[config.mk]
export PLATFORM = sky130hd
export DESIGN_NAME = game_timer
export DESIGN_NICKNAME = d
export VERILOG_FILES = /design/src/rtl/game_pkg.sv /design/src/rtl/bcd_mmss_counter.sv /design/src/rtl/game_timer.sv
export SDC_FILE = /design/constraint.sdc
export NUM_CORES = 1
export LEC_CHECK = 0
export BUFFER_PORTS_ARGS = -buffer_cell sky130_fd_sc_hd__buf_2
export CAP_MARGIN = 20
export CORE_MARGIN = 2
export CORE_UTILIZATION = 59
export CTS_CLUSTER_DIAMETER = 60
export DETAILED_ROUTE_END_ITERATION = 10
export GPL_ROUTABILITY_DRIVEN = 0
export HOLD_SLACK_MARGIN = 0.15
export PLACE_DENSITY = 0.8
export SYNTH_ARGS = -nofsm -noshare
export SYNTH_HDL_FRONTEND = slang
export SYNTH_HIERARCHICAL = 1
export SYNTH_SLANG_ARGS = --single-unit
[constraint.sdc]
create_clock -name clk -period 3.75 [get_ports clk]
set_clock_uncertainty 0.2 [all_clocks]
set_input_delay 0.75 -clock clk [delete_from_list [all_inputs] [get_ports clk]]
set_output_delay 0.75 -clock clk [all_outputs]
set_load 0.005 [all_outputs]
[src/rtl/game_pkg.sv]
// game_pkg: state type and constants shared by the game timer and score blocks.
package game_pkg;
    typedef enum logic [1:0] {IDLE, RUN, PAUSED, DONE} timer_state_t;
    localparam int SECONDS_PER_MINUTE = 60;
    localparam int TIMER_W = 11;
endpackage

[src/rtl/bcd_mmss_counter.sv]
// bcd_mmss_counter: two-digit BCD minutes and seconds with per-digit carry.
module bcd_mmss_counter (
    input  logic       clk,
    input  logic       reset_n,
    input  logic       clr_i,
    input  logic       inc_i,
    output logic [7:0] min_bcd_o,
    output logic [7:0] sec_bcd_o
);
    logic [3:0] s0_q, s1_q, m0_q, m1_q, s0_d, s1_d, m0_d, m1_d;
    logic s0_wrap, s1_wrap, m0_wrap;
    always_comb begin
        s0_wrap = inc_i && s0_q == 4'd9;
        s1_wrap = s0_wrap && s1_q == 4'd5;
        m0_wrap = s1_wrap && m0_q == 4'd9;
        s0_d = clr_i ? 4'd0 : inc_i ? (s0_wrap ? 4'd0 : s0_q + 4'd1) : s0_q;
        s1_d = clr_i ? 4'd0 : s0_wrap ? (s1_wrap ? 4'd0 : s1_q + 4'd1) : s1_q;
        m0_d = clr_i ? 4'd0 : s1_wrap ? (m0_wrap ? 4'd0 : m0_q + 4'd1) : m0_q;
        m1_d = clr_i ? 4'd0 : m0_wrap ? (m1_q == 4'd9 ? 4'd0 : m1_q + 4'd1) : m1_q;
    end
    always_ff @(posedge clk or negedge reset_n) begin
        if (!reset_n) begin
            s0_q <= '0;
            s1_q <= '0;
            m0_q <= '0;
            m1_q <= '0;
        end else begin
            s0_q <= s0_d;
            s1_q <= s1_d;
            m0_q <= m0_d;
            m1_q <= m1_d;
        end
    end
    assign sec_bcd_o = {s1_q, s0_q};
    assign min_bcd_o = {m1_q, m0_q};
endmodule

[src/rtl/game_timer.sv]
// game_timer: round timer with 1 s prescaler, saturating binary seconds and BCD mm:ss.
module game_timer
    import game_pkg::*;
#(
    parameter int CLK_FREQ_HZ        = 50_000_000,
    parameter int TIME_LIMIT_MINUTES = 30
) (
    input  logic               clk,
    input  logic               reset_n,
    input  logic               start,
    input  logic               stop,
    input  logic               pause,
    output logic [TIMER_W-1:0] timer,
    output logic [7:0]         min_bcd,
    output logic [7:0]         sec_bcd,
    output logic               running,
    output logic               sec_tick,
    output logic               timed_out
);
    localparam int LIMIT = TIME_LIMIT_MINUTES * SECONDS_PER_MINUTE;
    localparam int PW = CLK_FREQ_HZ > 1 ? $clog2(CLK_FREQ_HZ) : 1;
    localparam logic [PW-1:0] PRE_MAX = PW'(CLK_FREQ_HZ - 1);
    localparam logic [TIMER_W-1:0] LAST = TIMER_W'(LIMIT - 1);

    if (LIMIT > 2047 || TIME_LIMIT_MINUTES > 99) begin : g_bad_limit
        $error("game_timer: TIME_LIMIT_MINUTES out of range");
    end

    timer_state_t       state_q, state_d;
    logic [PW-1:0]      presc_q, presc_d;
    logic [TIMER_W-1:0] timer_q, timer_d;
    logic               tick_q, tick_d, to_q, to_d, run_q, clr, inc;

    always_comb begin
        state_d = state_q;
        presc_d = presc_q;
        timer_d = timer_q;
        to_d    = to_q;
        tick_d  = 1'b0;
        clr     = 1'b0;
        inc     = 1'b0;
        if (start) begin
            clr     = 1'b1;
            presc_d = '0;
            timer_d = '0;
            to_d    = 1'b0;
            state_d = pause ? PAUSED : RUN;
        end else begin
            case (state_q)
                RUN: begin
                    if (stop) state_d = DONE;
                    else if (pause) state_d = PAUSED;
                    else if (presc_q == PRE_MAX) begin
                        presc_d = '0;
                        timer_d = timer_q + 1'b1;
                        tick_d  = 1'b1;
                        inc     = 1'b1;
                        // Hitting the limit ends the round on the same edge as the final tick.
                        if (timer_q == LAST) begin
                            state_d = DONE;
                            to_d    = 1'b1;
                        end
                    end else presc_d = presc_q + 1'b1;
                end
                PAUSED: state_d = stop ? DONE : pause ? PAUSED : RUN;
                default: presc_d = '0;
            endcase
        end
    end

    always_ff @(posedge clk or negedge reset_n) begin
        if (!reset_n) begin
            state_q <= IDLE;
            presc_q <= '0;
            timer_q <= '0;
            tick_q  <= 1'b0;
            to_q    <= 1'b0;
            run_q   <= 1'b0;
        end else begin
            state_q <= state_d;
            presc_q <= presc_d;
            timer_q <= timer_d;
            tick_q  <= tick_d;
            to_q    <= to_d;
            run_q   <= state_d == RUN;
        end
    end

    bcd_mmss_counter u_bcd (
        .clk      (clk),
        .reset_n  (reset_n),
        .clr_i    (clr),
        .inc_i    (inc),
        .min_bcd_o(min_bcd),
        .sec_bcd_o(sec_bcd)
    );

    assign timer     = timer_q;
    assign running   = run_q;
    assign sec_tick  = tick_q;
    assign timed_out = to_q;
endmodule

==> flow_summary.ini <==
[synth]
syn-cell-area_um2 = 3250
synth_edf_count = 0
synth-seq-cells = 58
yosys-top-cells-area = dfrtp_1 45%, xnor2_1 5.9%, nor2_1 5.0%
synth-seq-area-share = 0.447
yosysTopAreaCell = dfrtp_1
netlist_top_cells_count = 58 x dfrtp_1, 43 x nor2_1, 22 x nand2_1, 22 x xnor2_1, 16 x inv_1
synthFlopType = dfrtp_1
synthCells = 336
syn_nets = 351
synth_most_common_cell = dfrtp_1
async_flop_share = 1.00
yosysUniqueCellTypes = 55
synth_warnings = 6
yosys.area.top_type_share = 0.447
syn_area_per_cell_um2 = 9.67

[clock_tree]
post_cts.repair.setup_buffers = 0
cts_resized = 0
clk_latency_ns = 0.33
cts_tree = yes
numCtsBuffers = 9
clock-sinks = 58
cts_hold_buf = 0
clkTransAtPathRegs_ns = 0.06
root_buffer = clkbuf_8
cts_buffer_depth = 2
htree_levels = 3

[final_layout]
multi_input_area_um2 = 1680
n_antenna_cell = 0
fin_nets = 391
register_area_um2 = 1450
final.fill_count = 424
layout-drive-gt1-share = 0.187
area_growth_pct = 12.9
final_cell_area_um2 = 3670
fin_util = 0.678

[floorplan]
core-area_um2 = 5410
start_util = 0.601
die_h_um = 78.2
die_w_um = 78.2
rows = 27
die_area_um2 = 6110
ios = 35

[timing]
hold_violations = 0
grt_setup_unrepaired = no
setup_violations = 0
max_freq_mhz = 313
finalMaxSlewViolations = 0
slew_headroom = 0.417
worst_pin_slew_ns = 0.870
setup_ws_ns = 0.559
fin_crit_ns = 3.19
finalCritPeriodShare = 0.851
finalSetupTns_ns = 0

[power]
power.density_nw_per_um2 = 408
finalPower_w = 0.00150
total_leakage_power_nw = 1.67
vdd_drop_max_v = 0.000350

[worst_setup_path]
critPathCaptureType = flip-flop
crit_slowest_cell = or3_1
crit_required_ns = 3.76
cp.arrival_ns = 3.20
crit_type = reg2reg
crit_buf_inv = 0
critPathLaunchType = flip-flop
path_delay_family = simple AND/OR/NAND/NOR gates
crit_chain = nor4b_2, nand4_2, or3_1, nor2_1, nand4b_4, o31ai_4, mux2_1
worst-path-max-fanout = 9
worst_path_largest_cell_delay_ns = 0.56

[global_route]
grt_pass1_wl_um = 11100
grt_pass1_vias = 2417
track_usage = 0.230
antenna_found_initial = 0
grt_overflow = 0
grt_max_degree = 36

[route]
drt_iter0_drc = 154
first_pass_iters = 4
drt-total-wl_um = 6420
post-route-drc-count = 0
num_vias = 2563
postRouteAntennaNets = 0
routedWlPerCell_um = 14.2
via_per_inst = 5.67

[placed_design]
place_ws_ns = 0.391
dp_hpwl_um = 4540
post_dp_cell_area_um2 = 3500
port_buffers = 34

[status]
status = finished clean

[run]
cap_violations = 0

[hold_path]
holdCritPathClass = in2async
metal layers:
metal | wire length [um] | vias up | track usage
met5 | 0 | - | 0
met4 | 106 | 0 | 0.0772
met1 | 2990 | 1214 | 0.307
met2 | 3020 | 66 | 0.371
met3 | 304 | 9 | 0.0552
li1 | - | 1274 | -
cells in the final DEF (no fill, tap or decap), types with 7 or more instances in the layout:
cell       n
clkbuf_8  11
xnor2_1   22
nand2_1   22
buf_2     34
a21oi_1   10
dfrtp_1   58
nor2_1    43
ha_1      10
or3_1      7
nand3_1   14
nor3_1    15
o21ai_0    8
xor2_1     8
nor4_1     7
inv_1     16
registers in the layout (all words and copies together) (netlist names):
signal / cells
timed_out: 1
state_q: 2
u_bcd/s1_q: 4
u_bcd/s0_q: 4
sec_tick: 1
running: 1
u_bcd/m1_q: 4
presc_q: 26
u_bcd/m0_q: 4
timer: 11
power by group:
group,switching [W],internal [W]
registers,0.0000384,0.000663
clock network,0.000223,0.000268
logic,0.000186,0.000118
total,0.000448,0.00105
per-stage QoR:
step | instances | hold slack (ns)
2_1_floorplan | 336 | 0.254
3_3_place_gp | 437 | 0.287
3_5_place_dp | 437 | 0.292
4_1_cts | 452 | 0.301
5_1_grt | 452 | 0.339
6_report | 452 | 0.283
path summary, 6_finish.rpt:
check,from,to,slack (ns),cells past startpoint
worst min-delay path,reset_n,timer[9],0.28,1
min in group clk,timed_out,timed_out,0.30,2
worst min register to register,timed_out,timed_out,0.30,2
worst max register to register,presc_q[8],u_bcd/m1_q[0],0.56,7
max in group asynchronous,reset_n,presc_q[3],2.39,2
worst max-delay path,presc_q[8],u_bcd/m1_q[0],0.56,7
cells by family after synthesis:
family | count (synthesis) | synth area share
xor gates and xnor gates | 30 | 0.0809
buffers and inverters | 27 | 0.0351
DFF | 58 | 0.447
muxes | 5 | 0.0158
and+or+nand+nor | 157 | 0.273
AOI/OAI and AO/OA | 49 | 0.110
adders and majority gates | 10 | 0.0385
area by class of cell:
class / instances / area share
inverters: 17 / 0.0174
well taps: 72 / 0.0246
clock buffers: 12 / 0.0423
clock inverters: 3 / 0.00410
multi-input cells: 251 / 0.459
flip-flops and latches: 58 / 0.396
repair buffers: 39 / 0.0567
Power figures use the tool's default switching activity.
